`src/rtl/inv_mixcolumn_seq.sv`:
```
// Iterative AES InvMixColumns: accepts a 128-bit state, transforms one column per
// clock over four cycles, then holds the result on a valid/ready output handshake.
module inv_mixcolumn_seq (
    input  logic         clk_i,
    input  logic         rst_i,
    input  logic         invmix_valid_i,
    output logic         invmix_ready_o,
    input  logic [127:0] invmix_i,
    output logic         invmix_valid_o,
    input  logic         invmix_ready_i,
    output logic [127:0] invmix_o
);

    typedef enum logic [1:0] {IDLE, BUSY, DONE} state_t;

    state_t       state, state_nxt;
    logic [1:0]   col_cnt;
    logic [127:0] work;
    logic [31:0]  col_in, col_out;

    function automatic logic [7:0] xtime(input logic [7:0] b);
        return {b[6:0], 1'b0} ^ (b[7] ? 8'h1b : 8'h00);
    endfunction

    // Inverse-matrix coefficients built from the x2/x4/x8 chain of each byte.
    function automatic logic [31:0] inv_mix_col(input logic [31:0] col);
        logic [7:0] s  [4];
        logic [7:0] m9 [4];
        logic [7:0] mb [4];
        logic [7:0] md [4];
        logic [7:0] me [4];
        logic [7:0] x2, x4, x8;
        for (int r = 0; r < 4; r++) begin
            s[r]  = col[8*(3-r) +: 8];
            x2    = xtime(s[r]);
            x4    = xtime(x2);
            x8    = xtime(x4);
            m9[r] = x8 ^ s[r];
            mb[r] = x8 ^ x2 ^ s[r];
            md[r] = x8 ^ x4 ^ s[r];
            me[r] = x8 ^ x4 ^ x2;
        end
        return {me[0] ^ mb[1] ^ md[2] ^ m9[3],
                m9[0] ^ me[1] ^ mb[2] ^ md[3],
                md[0] ^ m9[1] ^ me[2] ^ mb[3],
                mb[0] ^ md[1] ^ m9[2] ^ me[3]};
    endfunction

    // Row r of column c lives at byte index 4*(3-r)+c; gather row 0 first.
    always_comb begin
        col_in = '0;
        for (int r = 0; r < 4; r++)
            col_in[8*(3-r) +: 8] = work[8*(4*(3-r) + int'(col_cnt)) +: 8];
    end

    assign col_out = inv_mix_col(col_in);

    always_ff @(posedge clk_i) begin
        if (rst_i) state <= IDLE;
        else       state <= state_nxt;
    end

    always_comb begin
        state_nxt = state;
        case (state)
            IDLE:    if (invmix_valid_i) state_nxt = BUSY;
            BUSY:    if (col_cnt == 2'd3) state_nxt = DONE;
            DONE:    if (invmix_ready_i) state_nxt = IDLE;
            default: state_nxt = IDLE;
        endcase
    end

    always_ff @(posedge clk_i) begin
        if (rst_i) begin
            work    <= '0;
            col_cnt <= 2'd0;
        end else begin
            case (state)
                IDLE: if (invmix_valid_i) begin
                    work    <= invmix_i;
                    col_cnt <= 2'd0;
                end
                BUSY: begin
                    for (int r = 0; r < 4; r++)
                        work[8*(4*(3-r) + int'(col_cnt)) +: 8] <= col_out[8*(3-r) +: 8];
                    col_cnt <= col_cnt + 2'd1;
                end
                default: ;
            endcase
        end
    end

    // Output is the working register itself; only valid_o qualifies it.
    assign invmix_ready_o = (state == IDLE);
    assign invmix_valid_o = (state == DONE);
    assign invmix_o       = work;

endmodule

```
`config.mk`:
```
export PLATFORM = sky130hd
export DESIGN_NAME = inv_mixcolumn_seq
export DESIGN_NICKNAME = d
export VERILOG_FILES = /design/src/rtl/inv_mixcolumn_seq.sv
export SDC_FILE = /design/constraint.sdc
export NUM_CORES = 1
export LEC_CHECK = 0
export BUFFER_PORTS_ARGS = -buffer_cell sky130_fd_sc_hd__buf_4
export CORE_MARGIN = 3
export CORE_UTILIZATION = 45
export DETAILED_ROUTE_END_ITERATION = 8
export HOLD_SLACK_MARGIN = 0.05
export PLACE_DENSITY = 0.7
export SYNTH_ARGS = -nofsm -noshare
export SYNTH_HDL_FRONTEND = slang
export SYNTH_SLANG_ARGS = --single-unit
```
`constraint.sdc`:
```
create_clock -name clk_i -period 4.75 [get_ports clk_i]
set_input_delay 0.475 -clock clk_i [delete_from_list [all_inputs] [get_ports clk_i]]
set_output_delay 0.475 -clock clk_i [all_outputs]
set_load 0.005 [all_outputs]
```
==> flow_metrics.env <==
export IMPL_diodes=0
export IMPL_synthArstFlopShare_pct=0
export IMPL_yosysSeqAreaShare_pct=27.6
export IMPL_fin_setup_tns_ps=0
export IMPL_leakagePower_uw=0.00517
export IMPL_crit_required_ps=5090
export IMPL_max_clock_path_buffers=2
export IMPL_synth_seq_cells=132
export IMPL_rsz0062_at_grt="false"
export IMPL_slew_violations=0
export IMPL_hold_buffers=0
export IMPL_path_class="flip-flop to flip-flop"
export IMPL_hold_start="invmix_ready_i"
export IMPL_grt_pass1_vias=9523
export IMPL_root_buffer="clkbuf_16"
export IMPL_synth_area_sq_um=9590
export IMPL_num_nets_final=1379
export IMPL_hold_path_class="primary input to flip-flop"
export IMPL_totalWireLength_um=41200
export IMPL_std_cell_rows=52
export IMPL_r2r_start="col_cnt[0]$_SDFFE_PP0P_"
export IMPL_gp_congestion=0.944
export IMPL_synth_edf_count=0
export IMPL_pin_count=262
export IMPL_drc_errors=2
export IMPL_drive_above_1_share_pct=32.5
export IMPL_hold_path_depth=4
export IMPL_port_buffers=261
export IMPL_violations="design-rule violations"
export IMPL_grt_pass1_wl_um=61600
export IMPL_num_vias=9869
export IMPL_worstMarginPinSlew_ps=1020
export IMPL_peakVddDrop_mv=0.624
export IMPL_crit_arrival_ps=4560
export IMPL_start_kind="flip-flop"
export IMPL_hpwl_um=30600
export IMPL_cts_tree="yes"
export IMPL_max_cap_violations=0
export IMPL_clk_latency_ps=430
export IMPL_vias_per_cell=6.49
export IMPL_initial_core_util_pct=46.6
export IMPL_coreArea_sq_um=20600
export IMPL_grt_usage_pct=34.4
export IMPL_crit_path_max_fanout=16
export IMPL_area_growth_pct=29.5
export IMPL_ys_types=53
export IMPL_dr_pass1_iters=9
export IMPL_p_per_area_nw_per_um2=858
export IMPL_post_cts_resized=0
export IMPL_run_status="complete, but fails checks"
export IMPL_wl_per_cell_um=27.1
export IMPL_fp_dieArea_sq_um=23100
export IMPL_drtIter0Drc=1250
export IMPL_fin_area_sq_um=12400
export IMPL_synth_ff_type="dfxtp_1"
export IMPL_post_cts_buffers=0
export IMPL_worst_r2r_setup_slack_ps=530
export IMPL_slew_headroom_pct=31.9
export IMPL_reg2reg_to="invmix_o[20]$_SDFFE_PP0P_"
export IMPL_nFillCells=1815
export IMPL_syn_area_per_cell_sq_um=9.43
export IMPL_setup_viol=0
export IMPL_min_period_ps=4220
export IMPL_grt_max_degree=91
export IMPL_reg2reg_depth=7
export IMPL_globalRouteOverflowTotal=0
export IMPL_clock_sinks=132
export IMPL_ys_warn_count=0
export IMPL_place_area_sq_um=11800
export IMPL_pre_cts_slack_ps=620
export IMPL_layout_setup_ws_ps=528
export IMPL_synth_net_count=1157
export IMPL_cts_htree_levels=4
export IMPL_hold_path_end="state[1]$_SDFFE_PP0P_"
export IMPL_antenna_found_initial=0
export IMPL_die_w_um=152
export IMPL_cts_buffers=17
export IMPL_synth_cells=1017
export IMPL_path_clk_slew_ps=60
export IMPL_die_h_um=152
export IMPL_finalCritPeriodShare_pct=88.9
export IMPL_end_kind="flip-flop"
export IMPL_drtAntennaViolNets=0
export IMPL_hold_violations=0
export IMPL_max_freq_mhz=237
export IMPL_skew_ps=11.7
==> synthesized netlist by cell type (4+ instances only) <==
library cell  count  share of area [%]
dfxtp_1         132                 28
nor2_1          132                5.2
xnor2_1          81                7.4
clkbuf_1         70                2.7
nand2_1          61                2.4
a211oi_1         59                4.6
nor3_1           55                2.9
a221oi_1         50                4.6
a22oi_1          39                3.1
a21oi_1          33                1.7
mux4_2           32                7.5
nor4_1           32                2.1
xnor3_1          29                6.8
xor2_1           29                2.6
xnor2_2          18                3.1
o21ai_0          17               0.89
o211ai_1         16                1.3
o221ai_1         15                1.4
buf_2            13               0.68
a2bb2oi_1         8               0.73
ha_1              8                1.0
xor3_1            7                1.7
buf_6             6               0.70
inv_1             6               0.23
nand3_1           6               0.31
nor2b_1           5               0.33
a221o_1           4               0.42
a221oi_2          4               0.63
xnor3_2           4               0.99
==> worst max-delay path: stages (launching register included) <==
cell and delay [ps]:
dfxtp_2 730, mux4_2 750, xor2_1 410, xnor3_2 610
xnor3_1 450, xnor2_1 680, a22oi_1 220, a211oi_1 270
==> through the flow <==
step           total power [uW]  utilization [%]  std cells  hold slack (ps)
3_5_place_dp               8940             57.3       1490              467
6_report                  10600             60.4       1521              344
4_1_cts                   10400             60.4       1521              337
5_1_grt                   11000             60.4       1521              359
3_3_place_gp               8900             57.3       1490              464
2_1_floorplan              6370                -       1017              458
==> worst max path at each step <==
stage | slack, ps | startpoint | cells past startpoint | end
6_report | 530 | col_cnt[0]$_SDFFE_PP0P_ | 7 | invmix_o[20]$_SDFFE_PP0P_
3_5_place_dp | 620 | col_cnt[0]$_SDFFE_PP0P_ | 8 | invmix_o[36]$_SDFFE_PP0P_
5_1_grt | 420 | col_cnt[0]$_SDFFE_PP0P_ | 8 | invmix_o[36]$_SDFFE_PP0P_
2_1_floorplan | 1440 | col_cnt[0]$_SDFFE_PP0P_ | 10 | invmix_o[99]$_SDFFE_PP0P_
3_3_place_gp | 710 | col_cnt[0]$_SDFFE_PP0P_ | 8 | invmix_o[20]$_SDFFE_PP0P_
4_1_cts | 600 | col_cnt[0]$_SDFFE_PP0P_ | 8 | invmix_o[36]$_SDFFE_PP0P_
==> final cells by class <==
class,count,area [sq um],area share [%]
Clock buffer,17,425,3.43
Clock inverter,14,200,1.61
Inverter,7,26.3,0.212
Multi-Input combinational cell,784,6540,52.7
Sequential cell,132,2650,21.3
Tap cell,270,338,2.72
Timing Repair Buffer,297,2240,18.1
==> layout by cell type (no fill, tap or decap), types with 6 or more instances in the layout <==
cell type    n
clkbuf_16   17
a21oi_1     29
buf_4      296
nor4_1      31
a221oi_1    50
a211oi_1    59
o21ai_0     17
xnor3_1     29
nand2_1     61
o221ai_1    15
nor3_1      55
xnor2_2     18
nand3_1      6
ha_1         8
xnor2_1     81
xor2_1      29
o211ai_1    16
dfxtp_1    130
xor3_1       7
nor2_1     132
a2bb2oi_1    8
inv_1        6
a22oi_1     39
mux4_2      32
==> layer usage <==
metal | wire [um] | up-vias | track usage, %
met5 | 0 | - | 0
met2 | 19400 | 670 | 54.1
met4 | 1260 | 0 | 11.1
li1 | - | 4272 | -
met1 | 16500 | 4828 | 47.9
met3 | 4180 | 99 | 6.83
==> report_power, final <==
group          switching (uW)  internal (uW)
Combinational            4720           3070
Clock                     562            883
Sequential                160           1250
Total                    5450           5200
==> state kept, by name, summed over array words and instances, names as in the netlist <==
name,flops
invmix_o,128
col_cnt,2
state,2
==> cell families after synthesis <==
family,after synthesis,synth area share (%)
buf+inv,101,4.71
flops,132,27.6
mux,32,7.51
fa+ha+maj,8,1.04
simple gates,306,14.3
compound gates,264,20.8
xor+xnor,174,24.1
No activity file was read; power rests on OpenSTA's default activity.
